$ cat src/rtl/ad_mcs_sync_seq_if.sv
// Control, status and chip-facing signals of the AD9361 multi-chip sync sequencer.
// master drives requests and raw CTRL_OUT; slave is the sequencer itself.
interface ad_mcs_sync_seq_if #(
   parameter int NUM_CHIPS = 2
);
   logic                   start;
   logic                   mode;
   logic                   abort;
   logic [NUM_CHIPS-1:0]   chip_mask;
   logic [8*NUM_CHIPS-1:0] gpio_status_in;
   logic [8*NUM_CHIPS-1:0] gpio_status;
   logic                   mcs_sync;
   logic [NUM_CHIPS-1:0]   resetb;
   logic                   busy;
   logic                   done;
   logic                   aborted;
   logic                   err;

   modport master (
      output start,
      output mode,
      output abort,
      output chip_mask,
      output gpio_status_in,
      input  gpio_status,
      input  mcs_sync,
      input  resetb,
      input  busy,
      input  done,
      input  aborted,
      input  err
   );

   modport slave (
      input  start,
      input  mode,
      input  abort,
      input  chip_mask,
      input  gpio_status_in,
      output gpio_status,
      output mcs_sync,
      output resetb,
      output busy,
      output done,
      output aborted,
      output err
   );
endinterface

$ cat src/rtl/ad_mcs_sync_seq.sv
// Sequences optional per-chip reset then NUM_PULSES mcs_sync pulses; all outputs registered, first action 1 cycle after start.
// No backpressure: start is dropped while busy, abort ends a sequence next cycle; CTRL_OUT passes through a 2-flop synchroniser.
module ad_mcs_sync_seq #(
   parameter int NUM_CHIPS  = 2,
   parameter int PULSE_W    = 8,
   parameter int GAP_W      = 64,
   parameter int NUM_PULSES = 2,
   parameter int RESET_HOLD = 16
) (
   input logic              up_clk,
   input logic              up_rstn,
   ad_mcs_sync_seq_if.slave bus
);

   localparam int MAX_PG = (PULSE_W > GAP_W) ? PULSE_W : GAP_W;
   localparam int MAX_W  = (MAX_PG > RESET_HOLD) ? MAX_PG : RESET_HOLD;
   localparam int CW     = $clog2(MAX_W) + 1;

   localparam logic [CW-1:0] PULSE_LD = CW'(PULSE_W - 1);
   localparam logic [CW-1:0] GAP_LD   = CW'(GAP_W - 1);
   localparam logic [CW-1:0] RST_LD   = CW'(RESET_HOLD - 1);
   localparam logic [3:0]    NP       = 4'(NUM_PULSES);

   typedef enum logic [2:0] {
      S_IDLE,
      S_RST_LOW,
      S_RST_WAIT,
      S_PULSE,
      S_GAP,
      S_DONE
   } state_t;

   state_t                 r_state;
   logic [CW-1:0]          r_cnt;
   logic [3:0]             r_pcnt;
   logic [NUM_CHIPS-1:0]   r_mask;
   logic                   r_mcs_sync;
   logic [NUM_CHIPS-1:0]   r_resetb;
   logic                   r_busy;
   logic                   r_done;
   logic                   r_aborted;
   logic                   r_err;
   logic [8*NUM_CHIPS-1:0] r_gpio_meta;
   logic [8*NUM_CHIPS-1:0] r_gpio_sync;

   state_t                 w_state_nxt;
   logic [CW-1:0]          w_cnt_nxt;
   logic [3:0]             w_pcnt_nxt;
   logic [NUM_CHIPS-1:0]   w_mask_nxt;
   logic                   w_cnt_zero;
   logic                   w_busy_cur;
   logic                   w_busy_nxt;
   logic                   w_accept;
   logic                   w_err;
   logic                   w_abort;

   assign w_cnt_zero = (r_cnt == '0);
   assign w_busy_cur = (r_state == S_RST_LOW) || (r_state == S_RST_WAIT) ||
                       (r_state == S_PULSE)   || (r_state == S_GAP);
   assign w_busy_nxt = (w_state_nxt == S_RST_LOW) || (w_state_nxt == S_RST_WAIT) ||
                       (w_state_nxt == S_PULSE)   || (w_state_nxt == S_GAP);

   // abort outranks start in IDLE: the request is dropped silently
   assign w_accept = (r_state == S_IDLE) && bus.start && !bus.abort && (|bus.chip_mask);
   assign w_err    = (r_state == S_IDLE) && bus.start && !bus.abort && (bus.chip_mask == '0);
   assign w_abort  = w_busy_cur && bus.abort;

   always_comb begin
      w_state_nxt = r_state;
      w_cnt_nxt   = r_cnt;
      w_pcnt_nxt  = r_pcnt;
      w_mask_nxt  = r_mask;

      case (r_state)
         S_IDLE: begin
            if (w_accept) begin
               w_mask_nxt = bus.chip_mask;
               w_pcnt_nxt = '0;
               if (bus.mode) begin
                  w_state_nxt = S_RST_LOW;
                  w_cnt_nxt   = RST_LD;
               end else begin
                  w_state_nxt = S_PULSE;
                  w_cnt_nxt   = PULSE_LD;
               end
            end
         end
         S_RST_LOW: begin
            if (w_cnt_zero) begin
               w_state_nxt = S_RST_WAIT;
               w_cnt_nxt   = GAP_LD;
            end else begin
               w_cnt_nxt = r_cnt - 1'b1;
            end
         end
         S_RST_WAIT: begin
            if (w_cnt_zero) begin
               w_state_nxt = S_PULSE;
               w_cnt_nxt   = PULSE_LD;
            end else begin
               w_cnt_nxt = r_cnt - 1'b1;
            end
         end
         S_PULSE: begin
            if (w_cnt_zero) begin
               w_state_nxt = S_GAP;
               w_cnt_nxt   = GAP_LD;
               w_pcnt_nxt  = r_pcnt + 4'd1;
            end else begin
               w_cnt_nxt = r_cnt - 1'b1;
            end
         end
         S_GAP: begin
            if (!w_cnt_zero) begin
               w_cnt_nxt = r_cnt - 1'b1;
            end else if (r_pcnt < NP) begin
               w_state_nxt = S_PULSE;
               w_cnt_nxt   = PULSE_LD;
            end else begin
               w_state_nxt = S_DONE;
               w_cnt_nxt   = '0;
            end
         end
         S_DONE: begin
            w_state_nxt = S_IDLE;
            w_cnt_nxt   = '0;
         end
         default: begin
            w_state_nxt = S_IDLE;
            w_cnt_nxt   = '0;
         end
      endcase

      if (w_abort) begin
         w_state_nxt = S_IDLE;
         w_cnt_nxt   = '0;
      end
   end

   always_ff @(posedge up_clk or negedge up_rstn) begin
      if (!up_rstn) begin
         r_state <= S_IDLE;
         r_cnt   <= '0;
         r_pcnt  <= '0;
         r_mask  <= '0;
      end else begin
         r_state <= w_state_nxt;
         r_cnt   <= w_cnt_nxt;
         r_pcnt  <= w_pcnt_nxt;
         r_mask  <= w_mask_nxt;
      end
   end

   // outputs decode the next state so they line up with the state they describe
   always_ff @(posedge up_clk or negedge up_rstn) begin
      if (!up_rstn) begin
         r_mcs_sync <= 1'b0;
         r_resetb   <= '1;
         r_busy     <= 1'b0;
         r_done     <= 1'b0;
         r_aborted  <= 1'b0;
         r_err      <= 1'b0;
      end else begin
         r_mcs_sync <= (w_state_nxt == S_PULSE);
         r_resetb   <= (w_state_nxt == S_RST_LOW) ? ~w_mask_nxt : '1;
         r_busy     <= w_busy_nxt;
         r_done     <= (w_state_nxt == S_DONE);
         r_aborted  <= w_abort;
         r_err      <= w_err;
      end
   end

   always_ff @(posedge up_clk or negedge up_rstn) begin
      if (!up_rstn) begin
         r_gpio_meta <= '0;
         r_gpio_sync <= '0;
      end else begin
         r_gpio_meta <= bus.gpio_status_in;
         r_gpio_sync <= r_gpio_meta;
      end
   end

   assign bus.mcs_sync    = r_mcs_sync;
   assign bus.resetb      = r_resetb;
   assign bus.busy        = r_busy;
   assign bus.done        = r_done;
   assign bus.aborted     = r_aborted;
   assign bus.err         = r_err;
   assign bus.gpio_status = r_gpio_sync;

endmodule

$ cat src/flat_wrapper.sv
// flat-port wrapper written by rule: the top's interface ports become plain ports
module ad_mcs_sync_seq_flat 
#(
   parameter int NUM_CHIPS  = 2,
   parameter int PULSE_W    = 8,
   parameter int GAP_W      = 64,
   parameter int NUM_PULSES = 2,
   parameter int RESET_HOLD = 16
)
  (up_clk, up_rstn, bus_start, bus_mode, bus_abort, bus_chip_mask, bus_gpio_status_in, bus_gpio_status, bus_mcs_sync, bus_resetb, bus_busy, bus_done, bus_aborted, bus_err);
  ad_mcs_sync_seq_if #(.NUM_CHIPS(NUM_CHIPS)) bus_i ();
  input logic up_clk;
  input logic up_rstn;
  input wire logic [$bits(bus_i.start)-1:0] bus_start;
  input wire logic [$bits(bus_i.mode)-1:0] bus_mode;
  input wire logic [$bits(bus_i.abort)-1:0] bus_abort;
  input wire logic [$bits(bus_i.chip_mask)-1:0] bus_chip_mask;
  input wire logic [$bits(bus_i.gpio_status_in)-1:0] bus_gpio_status_in;
  output wire logic [$bits(bus_i.gpio_status)-1:0] bus_gpio_status;
  output wire logic [$bits(bus_i.mcs_sync)-1:0] bus_mcs_sync;
  output wire logic [$bits(bus_i.resetb)-1:0] bus_resetb;
  output wire logic [$bits(bus_i.busy)-1:0] bus_busy;
  output wire logic [$bits(bus_i.done)-1:0] bus_done;
  output wire logic [$bits(bus_i.aborted)-1:0] bus_aborted;
  output wire logic [$bits(bus_i.err)-1:0] bus_err;
  assign bus_i.start = bus_start;
  assign bus_i.mode = bus_mode;
  assign bus_i.abort = bus_abort;
  assign bus_i.chip_mask = bus_chip_mask;
  assign bus_i.gpio_status_in = bus_gpio_status_in;
  assign bus_gpio_status = bus_i.gpio_status;
  assign bus_mcs_sync = bus_i.mcs_sync;
  assign bus_resetb = bus_i.resetb;
  assign bus_busy = bus_i.busy;
  assign bus_done = bus_i.done;
  assign bus_aborted = bus_i.aborted;
  assign bus_err = bus_i.err;
  ad_mcs_sync_seq #(.NUM_CHIPS(NUM_CHIPS), .PULSE_W(PULSE_W), .GAP_W(GAP_W), .NUM_PULSES(NUM_PULSES), .RESET_HOLD(RESET_HOLD)) u_core (.up_clk(up_clk), .up_rstn(up_rstn), .bus(bus_i));
endmodule
$ cat config.mk
export PLATFORM = sky130hd
export DESIGN_NAME = ad_mcs_sync_seq_flat
export DESIGN_NICKNAME = d
export VERILOG_FILES = /design/src/rtl/ad_mcs_sync_seq_if.sv /design/src/rtl/ad_mcs_sync_seq.sv /design/src/flat_wrapper.sv
export SDC_FILE = /design/constraint.sdc
export NUM_CORES = 1
export LEC_CHECK = 0
export ABC_AREA = 1
export CAP_MARGIN = 20
export CORE_ASPECT_RATIO = 0.6
export CORE_UTILIZATION = 45
export CTS_CLUSTER_SIZE = 20
export DETAILED_ROUTE_END_ITERATION = 12
export HOLD_SLACK_MARGIN = 0.08
export PLACE_DENSITY = 0.83
export SLEW_MARGIN = 0
export SYNTH_ARGS = -nofsm -noshare
export SYNTH_HDL_FRONTEND = slang
export SYNTH_SLANG_ARGS = --single-unit
$ cat constraint.sdc
create_clock -name up_clk -period 1.71 [get_ports up_clk]
set_input_delay 0.342 -clock up_clk [delete_from_list [all_inputs] [get_ports up_clk]]
set_output_delay 0.342 -clock up_clk [all_outputs]
set_load 0.01 [all_outputs]
==> out/qor.txt <==
Synth Cell Area -> 0.00210 mm²
CP delay by family, top -> simple AND/OR/NAND/NOR gates
Worst path slowest cell -> dfrtp_1
max cap viols -> 0
initial antenna violation count -> 0
CTS Buf Count -> 5
r2r startpoint -> u_core.r_cnt[0]$_DFFE_PN0P_
peak supply drop -> 967 µV
clock tree sinks -> 55
antenna diode count -> 0
Chip Height -> 54.9 µm
Max Freq -> 614 MHz
critical path capture point type -> flip-flop
max-slew violation count -> 0
vias in the first global route -> 1444
register area share after synthesis -> 65.8%
Syn Area/Cell -> 10.8 µm²
clock buffer depth -> 2
post-synth cell types -> 28
Placement Setup Slack -> -0.111 ns
run status -> completed
CP Max Fanout -> 7
Area Overhead vs Synth -> 36.2%
Non-Filler Instances -> 317
Max-slew headroom -> 69.5%
busiest grt layer -> met2
setup TNS -> 0 ns
All-Layer GR Usage -> 19.4%
Detailed Place HPWL -> 3.10 mm
core footprint -> 0.00428 mm²
clock transition at the registers of the reported paths -> 0.10 ns
CTS tree -> built
clk_lat worst skew -> 0.31 ns
GR met1 Demand/Resource -> 26.7%
Post-synth ARST share -> 100%
CP required -> 1.91 ns
layout cells sized above 1 -> 19.8%
number of cell rows -> 18
RSZ-0062 raised after global routing -> true
ys flop type -> dfrtp_1
hold_sp -> u_core.r_gpio_meta[4]$_DFF_PN0_
Crit Path Category -> reg -> reg
drt total wl -> 4.21 mm
I/O Buffers -> 45
Setup violations, final -> 0
PD cells -> 1470 mW/mm²
NumNets Final -> 281
most frequent cells in the layout -> nand2_1, dfrtp_1, clkdlybuf4s50_1
Vias/cell -> 4.75
root buf cell -> clkbuf_8
grt ovf -> 0
met3 Track Usage GR -> 5.97%
Initial Util -> 49.0%
P_leak -> 1.33 nW
Clock Skew -> 0.00795 ns
Routed WL per cell -> 13.3 µm
syn_nets -> 219
crit path cell chain -> inv_2, ha_4, inv_2, nor2_4, nand3_4, o21ai_2, nand2_4, nor2_4, nand2_1, nand2_1, nor2_1
final worst path period share -> 95.3%
Hold Path Class -> reg -> reg
met2 usage -> 29.1%
commonest non-fill, non-tap cell in the layout -> nand2_1
Final min period -> 1.63 ns
WP buf/inv -> 2
Mapped Cells -> 194
slowest cell delay on critical path -> 0.42 ns
io pins -> 46
worst endpoint data arrival time -> 1.83 ns
Final GP Congestion -> 0.934
final hold viol count -> 0
Post-synth EDFFs -> 0
Die W -> 90.1 µm
drt pass-1 iters -> 4
Power Total -> 4.21 mW
worst setup path startpoint -> u_core.r_cnt[0]$_DFFE_PN0P_
Fin Hold WS -> 0.355 ns
first-pass GRT wire length -> 6.94 mm
DRC -> 0
drt initial violations -> 94
post-route setup slack -> 0.0801 ns
Worst-Margin Slew -> 0.457 ns
Antenna Nets Post-Route -> 0
flops & latches, synth -> 55
Yosys warnings -> 0
vias after detailed routing -> 1505
largest net degree at the start of global routing -> 38
Worst setup SP type -> flip-flop
die footprint -> 0.00495 mm²
H-tree depth -> 2
placed insts -> 307
-- cell type report --
| cell class | instances | area [µm²] |
|---|---|---|
| clock buffers | 5 | 68.8 |
| clock inverters | 3 | 46.3 |
| fillers | 314 | 1420 |
| inverters | 20 | 80.1 |
| multi-input cells | 119 | 673 |
| flip-flops and latches | 55 | 1380 |
| well taps | 60 | 75.1 |
| repair buffers | 55 | 533 |
-- where the power goes --
| part | switching [mW] | internal, mW | total [mW] |
|---|---|---|---|
| sequential | 0.159 | 1.51 | 1.67 |
| clock | 0.430 | 0.441 | 0.871 |
| combinational | 1.04 | 0.633 | 1.68 |
| total | 1.63 | 2.58 | 4.21 |
-- through the flow --
stage	utilization, %	area [µm²]
after detailed placement	62.9	2690
after floorplan	-	2100
after global routing	66.8	2860
after global placement	62.9	2690
after CTS	65.8	2820
final	66.8	2860
-- layer usage --
metal / vias up / share of wire (%)
met3: 6 / 6.4
met4: 0 / 1.4
met5: - / 0
met2: 54 / 44
met1: 711 / 48
li1: 734 / -
-- synth_stat cells (2+ instances only) --
cell type	instances	area share (%)
nor2_2	5	1.5
inv_1	16	2.9
nand2_1	53	9.5
xor2_1	3	1.3
nand3_1	10	2.4
nor3_1	2	0.48
a21oi_1	2	0.48
nand2_4	3	1.6
ha_1	2	1.2
or2_2	2	0.60
inv_2	3	0.54
dfrtp_1	53	63
o21ai_2	2	0.84
nor2_4	3	1.6
dfstp_2	2	2.5
nand2_2	3	0.90
a32o_1	2	0.95
o21ai_0	5	1.2
nor2_1	14	2.5
-- repair_timing --
action                                 CTS  global route
hold buffers                             1             0
gates resized for setup                  4             8
setup buffers                            0             1
pin swaps                                1             5
endpoints found under the hold margin   16             0
setup endpoints to repair                4            11
-- path summary, 6_finish.rpt --
path / to / depth (start not counted) / slack, ns
worst max-delay path: u_core.r_pcnt[3]$_DFFE_PN0P_ / 11 / 0.08
worst min-delay path: u_core.bus.gpio_status[4]$_DFF_PN0_ / 0 / 0.35
worst max register to register: u_core.r_pcnt[3]$_DFFE_PN0P_ / 11 / 0.08
worst min register to register: u_core.bus.gpio_status[4]$_DFF_PN0_ / 0 / 0.35
max in group asynchronous: u_core.r_gpio_meta[12]$_DFF_PN0_ / 3 / 0.66
min in group asynchronous: u_core.r_gpio_meta[14]$_DFF_PN0_ / 2 / 0.51
-- worst register-to-register path: stages (launching register included) --
cell     delay, ns
dfrtp_1       0.42
inv_2         0.08
ha_4          0.15
inv_2         0.05
nor2_4        0.13
nand3_4       0.11
o21ai_2       0.21
nand2_4       0.11
nor2_4        0.12
nand2_1       0.05
nand2_1       0.06
nor2_1        0.04
-- cell families (layout without fill, tap and decap cells) --
kind of cell               after synthesis  count (layout)  share of synthesized area, %
DFF                                     55              55                          65.8
buffers and inverters                   20              83                          3.82
AOI/OAI and AO/OA                       14              14                          4.59
and+or+nand+nor                         99              99                          23.0
xor gates and xnor gates                 4               4                          1.67
adders and majority gates                2               2                          1.19
-- state kept, by name, summed over array words and instances (netlist names), 2 cells and up --
signal / count
u_core.r_cnt: 7
u_core.r_pcnt: 4
u_core.r_gpio_meta: 16
u_core.r_mask: 2
u_core.r_state: 3
u_core.bus.gpio_status: 16
u_core.bus.resetb: 2
Note: power is estimated with default switching activity, not from simulation.
